===== src/rtl/multicycle_control_fsm.sv =====
// Sequencing control for the multicycle RV32I datapath: per-state enables and
// mux selects, a req/ack memory port with a bus watchdog, and illegal-opcode trapping.
module multicycle_control_fsm #(
  parameter int unsigned TIMEOUT_CYCLES  = 16,
  parameter bit          TRAP_ON_ILLEGAL = 1'b1
) (
  input  logic       clk_i,
  input  logic       rst_i,
  input  logic [6:0] op_i,
  input  logic       mem_ack_i,
  output logic       mem_req_o,
  output logic       mem_write_o,
  output logic       adr_src_o,
  output logic       ir_write_o,
  output logic       pc_write_o,
  output logic       branch_o,
  output logic       reg_write_o,
  output logic [1:0] result_src_o,
  output logic [1:0] alu_src_a_o,
  output logic [1:0] alu_src_b_o,
  output logic [1:0] alu_op_o,
  output logic [2:0] imm_src_o,
  output logic       illegal_o,
  output logic       bus_err_o,
  output logic       instr_done_o,
  output logic [3:0] dbg_state_o
);

  // Handshake: mem_req_o rises in FETCH/MEMREAD/MEMWRITE and stays high, with
  // adr_src_o/mem_write_o stable, until a cycle where mem_ack_i is high; that
  // cycle completes the transfer and the FSM moves on at the next edge.

  localparam int unsigned CW = (TIMEOUT_CYCLES > 0) ? $clog2(TIMEOUT_CYCLES + 1) : 1;
  localparam logic [CW-1:0] LIMIT = CW'(TIMEOUT_CYCLES - 1);

  localparam logic [6:0] OP_LOAD   = 7'b0000011;
  localparam logic [6:0] OP_STORE  = 7'b0100011;
  localparam logic [6:0] OP_RTYPE  = 7'b0110011;
  localparam logic [6:0] OP_OPIMM  = 7'b0010011;
  localparam logic [6:0] OP_BRANCH = 7'b1100011;
  localparam logic [6:0] OP_JAL    = 7'b1101111;
  localparam logic [6:0] OP_JALR   = 7'b1100111;
  localparam logic [6:0] OP_LUI    = 7'b0110111;
  localparam logic [6:0] OP_AUIPC  = 7'b0010111;

  typedef enum logic [3:0] {
    S_IDLE     = 4'd0,
    S_FETCH    = 4'd1,
    S_DECODE   = 4'd2,
    S_MEMADR   = 4'd3,
    S_MEMREAD  = 4'd4,
    S_MEMWB    = 4'd5,
    S_MEMWRITE = 4'd6,
    S_EXECR    = 4'd7,
    S_EXECI    = 4'd8,
    S_LUI      = 4'd9,
    S_AUIPC    = 4'd10,
    S_ALUWB    = 4'd11,
    S_BEQ      = 4'd12,
    S_JALR     = 4'd13,
    S_JUMP     = 4'd14,
    S_TRAP     = 4'd15
  } state_e;

  state_e        state_q, state_d;
  logic [CW-1:0] cnt_q, cnt_d;
  logic          cause_ill_q, cause_ill_d;
  logic          cause_bus_q, cause_bus_d;
  logic          mem_wait;
  logic          timeout;
  logic          skip_ill;

  assign dbg_state_o = state_q;

  always_ff @(posedge clk_i) begin
    if (rst_i) begin
      state_q     <= S_IDLE;
      cnt_q       <= '0;
      cause_ill_q <= 1'b0;
      cause_bus_q <= 1'b0;
    end else begin
      state_q     <= state_d;
      cnt_q       <= cnt_d;
      cause_ill_q <= cause_ill_d;
      cause_bus_q <= cause_bus_d;
    end
  end

  always_comb begin
    state_d     = state_q;
    cnt_d       = '0;
    cause_ill_d = cause_ill_q;
    cause_bus_d = cause_bus_q;
    skip_ill    = 1'b0;
    mem_wait    = (state_q == S_FETCH) || (state_q == S_MEMREAD) || (state_q == S_MEMWRITE);
    timeout     = (TIMEOUT_CYCLES != 0) && mem_wait && !mem_ack_i && (cnt_q == LIMIT);
    // Counter only runs while a memory state waits; any other cycle leaves it cleared.
    if (mem_wait && !mem_ack_i) cnt_d = cnt_q + CW'(1);

    case (state_q)
      S_IDLE:     state_d = S_FETCH;
      S_FETCH:    if (mem_ack_i) state_d = S_DECODE;
      S_DECODE: begin
        case (op_i)
          OP_LOAD, OP_STORE: state_d = S_MEMADR;
          OP_RTYPE:          state_d = S_EXECR;
          OP_OPIMM:          state_d = S_EXECI;
          OP_BRANCH:         state_d = S_BEQ;
          OP_JAL:            state_d = S_JUMP;
          OP_JALR:           state_d = S_JALR;
          OP_LUI:            state_d = S_LUI;
          OP_AUIPC:          state_d = S_AUIPC;
          default: begin
            if (TRAP_ON_ILLEGAL) begin
              state_d     = S_TRAP;
              cause_ill_d = 1'b1;
            end else begin
              state_d  = S_FETCH;
              skip_ill = 1'b1;
            end
          end
        endcase
      end
      S_MEMADR:   state_d = (op_i == OP_STORE) ? S_MEMWRITE : S_MEMREAD;
      S_MEMREAD:  if (mem_ack_i) state_d = S_MEMWB;
      S_MEMWB:    state_d = S_FETCH;
      S_MEMWRITE: if (mem_ack_i) state_d = S_FETCH;
      S_EXECR, S_EXECI, S_LUI, S_AUIPC: state_d = S_ALUWB;
      S_ALUWB:    state_d = S_FETCH;
      S_BEQ:      state_d = S_FETCH;
      S_JALR:     state_d = S_JUMP;
      S_JUMP:     state_d = S_ALUWB;
      S_TRAP:     state_d = S_TRAP;
      default:    state_d = S_IDLE;
    endcase

    if (timeout) begin
      state_d     = S_TRAP;
      cause_bus_d = 1'b1;
    end
  end

  always_comb begin
    mem_req_o    = 1'b0;
    mem_write_o  = 1'b0;
    adr_src_o    = 1'b0;
    ir_write_o   = 1'b0;
    pc_write_o   = 1'b0;
    branch_o     = 1'b0;
    reg_write_o  = 1'b0;
    result_src_o = 2'b00;
    alu_src_a_o  = 2'b00;
    alu_src_b_o  = 2'b00;
    alu_op_o     = 2'b00;
    imm_src_o    = 3'b000;
    illegal_o    = 1'b0;
    bus_err_o    = 1'b0;
    instr_done_o = 1'b0;
    // Reset forces every output low, including the op-decoded immediate select.
    if (!rst_i) begin
      case (op_i)
        OP_STORE:        imm_src_o = 3'b001;
        OP_BRANCH:       imm_src_o = 3'b010;
        OP_JAL:          imm_src_o = 3'b011;
        OP_LUI, OP_AUIPC: imm_src_o = 3'b100;
        default:         imm_src_o = 3'b000;
      endcase
      instr_done_o = (state_d == S_FETCH) && (state_q != S_IDLE) &&
                     (state_q != S_FETCH) && !skip_ill;
      case (state_q)
        S_FETCH: begin
          mem_req_o    = 1'b1;
          alu_src_b_o  = 2'b10;
          result_src_o = 2'b10;
          ir_write_o   = mem_ack_i;
          pc_write_o   = mem_ack_i;
        end
        S_DECODE: begin
          alu_src_a_o = 2'b01;
          alu_src_b_o = 2'b01;
          illegal_o   = skip_ill;
        end
        S_MEMADR, S_EXECI, S_JALR: begin
          alu_src_a_o = 2'b10;
          alu_src_b_o = 2'b01;
          if (state_q == S_EXECI) alu_op_o = 2'b10;
        end
        S_MEMREAD: begin
          mem_req_o = 1'b1;
          adr_src_o = 1'b1;
        end
        S_MEMWB: begin
          result_src_o = 2'b01;
          reg_write_o  = 1'b1;
        end
        S_MEMWRITE: begin
          mem_req_o   = 1'b1;
          mem_write_o = 1'b1;
          adr_src_o   = 1'b1;
        end
        S_EXECR: begin
          alu_src_a_o = 2'b10;
          alu_op_o    = 2'b10;
        end
        S_LUI: begin
          alu_src_a_o = 2'b11;
          alu_src_b_o = 2'b01;
        end
        S_AUIPC: begin
          alu_src_a_o = 2'b01;
          alu_src_b_o = 2'b01;
        end
        S_ALUWB:  reg_write_o = 1'b1;
        S_BEQ: begin
          alu_src_a_o = 2'b10;
          alu_op_o    = 2'b01;
          branch_o    = 1'b1;
        end
        S_JUMP: begin
          pc_write_o  = 1'b1;
          alu_src_a_o = 2'b01;
          alu_src_b_o = 2'b10;
        end
        S_TRAP: begin
          illegal_o = cause_ill_q;
          bus_err_o = cause_bus_q;
        end
        default: ;
      endcase
    end
  end

endmodule


===== config.mk =====
export PLATFORM = sky130hd
export DESIGN_NAME = multicycle_control_fsm
export DESIGN_NICKNAME = d
export VERILOG_FILES = /design/src/rtl/multicycle_control_fsm.sv
export SDC_FILE = /design/constraint.sdc
export NUM_CORES = 1
export LEC_CHECK = 0
export ABC_AREA = 1
export BUFFER_PORTS_ARGS = -buffer_cell sky130_fd_sc_hd__buf_2
export CAP_MARGIN = 0
export CORE_AREA = 5 5 52 54
export CTS_BUF_LIST = sky130_fd_sc_hd__clkbuf_2 sky130_fd_sc_hd__clkbuf_4 sky130_fd_sc_hd__clkbuf_8
export DETAILED_ROUTE_END_ITERATION = 10
export DIE_AREA = 0 0 57 59
export MAX_ROUTING_LAYER = met4
export PLACE_DENSITY_LB_ADDON = 0.2
export SETUP_SLACK_MARGIN = 0.05
export SYNTH_ARGS = -nofsm -noshare
export SYNTH_HDL_FRONTEND = slang
export SYNTH_SLANG_ARGS = --single-unit

===== constraint.sdc =====
create_clock -name clk_i -period 1.3 [get_ports clk_i]
set_input_delay 0.195 -clock clk_i [delete_from_list [all_inputs] [get_ports clk_i]]
set_output_delay 0.195 -clock clk_i [all_outputs]
set_load 0.02 [all_outputs]

==> impl_metrics.ini <==
[status]
status = finished, violations left
violations = negative setup slack

[sta]
worst_pin_slew_ns = 0.277
max_freq_mhz = 507
layout_min_cycle_time_ns = 1.97
hold_viol_final = 0
slew_headroom_pct = 81.5
finalCritPeriodShare_pct = 152
fin_skew_ns = 0.00160
whs_ns = 0.293
drv_slew = 0
fin_tns_setup_ns = -7.82
setup_viol_count_final = 29
final.setup.worst_slack_ns = -0.672
rsz0062_at_grt = yes

[yosys]
synth_top_cell_by_area = dfxtp_1
syn_inst = 171
synth-warning-count = 0
seq_area_frac_synth_pct = 22.9
netlist_area_um2 = 961
synth_cell_type_count = 22
syn_avg_cell_area_um2 = 5.62
synth_top_area_share_pct = 22.9
synth_area_leaders = dfxtp_1 (23%), nor2_1 (16%), nand2_1 (13%)
ys_ff_latch = 11
syn_nets = 183

[placement]
post-place-ws_ns = -0.346
place.gp.congestion = 0.886
dpl.hpwl_um = 2660
port_buffers = 34

[floorplanning]
num_rows = 17
dieArea_mm2 = 0.00336
initial_core_util_pct = 44.3
io_pins = 35
fp.dieH_um = 59
core_mm2 = 0.00217
die_x_um = 57

[worst_setup_path]
critPathTopFamily = simple AND/OR/NAND/NOR gates
end_kind = output pin
worstPathMaxFanout = 4
crit_arrival_ns = 1.78
crit_chain = inv_4, nand2_4, inv_2, nand2_2, nand4_1, nor2_2, nand2_1, nor2_1, nand2_1, nor2_4, buf_6
crit_path_max_incr_delay_ns = 0.38
crit_buf_inv = 3
r2r-start = dbg_state_o[3]
worst_path_most_repeated_cell = nand2_1
crit_type = reg2out
critPathSlowestCell = dfxtp_4
critPathLaunchType = flop
crit_start = dbg_state_o[3]
required_ns = 1.11

[layout]
fin_util_pct = 89.9
antennaDiodeCount = 0
area_delta_synth_final_pct = 103
drive_gt1_share_pct = 61.7
nNetsFinal = 274

[cts]
cts_hold_buf = 0
numCtsBuffers = 3
clock_latency_ns = 0.27
cts_tree = yes
clkSinkCount = 11
clock-root-buffer = clkbuf_4
cts_max_level = 1
cts_buffer_depth = 2
clkTransAtPathRegs_ns = 0.06

[detailed_routing]
antenna_left = 0
post_drt_wl_per_cell_um = 15.1
drc = 0
finalWirelength_um = 4380
drtIter0Drc = 84
drt_pass1_iterations = 4
routed_via_density = 5.27
vias = 1522

[global_routing]
antenna_found_initial = 0
track_usage_pct = 22.8
grt_pass1_wl_um = 5940
overflow = 0
grt_pass1_vias = 1411
grt_max_degree = 15

[power]
p_leak_nw = 0.948
peakVddDrop_v = 0.00135
total_power_w = 0.00322
power_density_mw_per_mm2 = 1650

[run]
drv_cap = 0

[min_path]
hp-start = rst_i
hp-class = in2reg
[Yosys cell counts]
cell / n
a211oi_1: 1
a21oi_1: 13
a22oi_1: 1
a31oi_1: 2
clkbuf_1: 2
dfxtp_1: 11
ha_1: 2
inv_1: 29
inv_2: 3
nand2_1: 34
nand2_2: 1
nand3_1: 6
nand4_1: 4
nor2_1: 40
nor2_2: 4
nor2_4: 5
nor3_1: 7
o211ai_1: 1
o21ai_0: 2
o21bai_1: 1
or2_2: 1
xor2_1: 1
[cell usage in the layout, fill, tap and decap left out, drive strengths merged]
cell type / count
o211ai: 1
o21bai: 1
a21oi: 13
a211oi: 1
nand4: 4
nor2: 49
xor2: 1
nor3: 7
buf: 88
nand3: 6
ha: 2
clkbuf: 4
or2: 1
nand2: 35
o21ai: 2
a22oi: 1
dfxtp: 11
inv: 32
a31oi: 2
[what timing repair did]
action,in CTS,in global routing
endpoints found under the setup margin,30,32
endpoints found under the hold margin,0,0
resized for setup,45,36
setup buffers,11,5
gates cloned,0,0
pin swaps,16,16
[sequential cells by signal (all words and copies together), names as in the netlist]
signal       flops
cnt_q            5
dbg_state_o      4
cause_bus_q      1
cause_ill_q      1
[report_power, final]
part	internal, W	switching [W]	leakage (nW)
Combinational	0.00103	0.00137	0.837
Sequential	0.000440	0.000126	0.0931
Clock	0.000140	0.000111	0.0184
[final timing paths]
path,endpoint,slack (ns),depth (start not counted)
setup / recovery,instr_done_o,-0.67,11
hold / removal,dbg_state_o[1],0.29,4
setup reg to reg,dbg_state_o[1],-0.28,10
hold reg to reg,cause_bus_q,0.48,2
[cells by family (layout without fill, tap and decap cells)]
| logic type | after synthesis | after routing | share of synthesized area [%] |
|---|---|---|---|
| adder cells (fa/ha/maj) | 2 | 2 | 2.60 |
| AO/OA/AOI/OAI | 21 | 21 | 12.2 |
| XOR/XNOR | 1 | 1 | 0.912 |
| flip-flops | 11 | 11 | 22.9 |
| buffers and inverters | 34 | 124 | 13.3 |
| AND/OR/NAND/NOR | 102 | 102 | 48.0 |
[metrics by stage]
stage               std cells  area [µm²]
finish                    289        1950
global route              289        1950
CTS                       286        1820
detailed placement        272        1580
global placement          272        1580
floorplan                 171        1070
[routing by layer]
layer / part of all wire (%) / GRT usage (%) / wire length, µm / vias up
li1: - / - / - / 715
met1: 37 / 22.8 / 1630 / 714
met2: 52 / 42.7 / 2280 / 69
met3: 5.6 / 4.79 / 246 / 24
met4: 5.1 / 9.93 / 223 / 0
met5: 0 / - / 0 / -
[worst min-delay path: stages]
cell and delay (ns):
buf_2 0.10, inv_1 0.11, nand2_2 0.10, inv_2 0.03
[cell type report]
cell class              count  area, µm²
fillers                   111        219
multi-input cells         126        821
well taps                  28       35.0
flip-flops and latches     11        238
inverters                  32        133
repair buffers             88        694
clock buffers               4       30.0
Power figures use the tool's default switching activity.
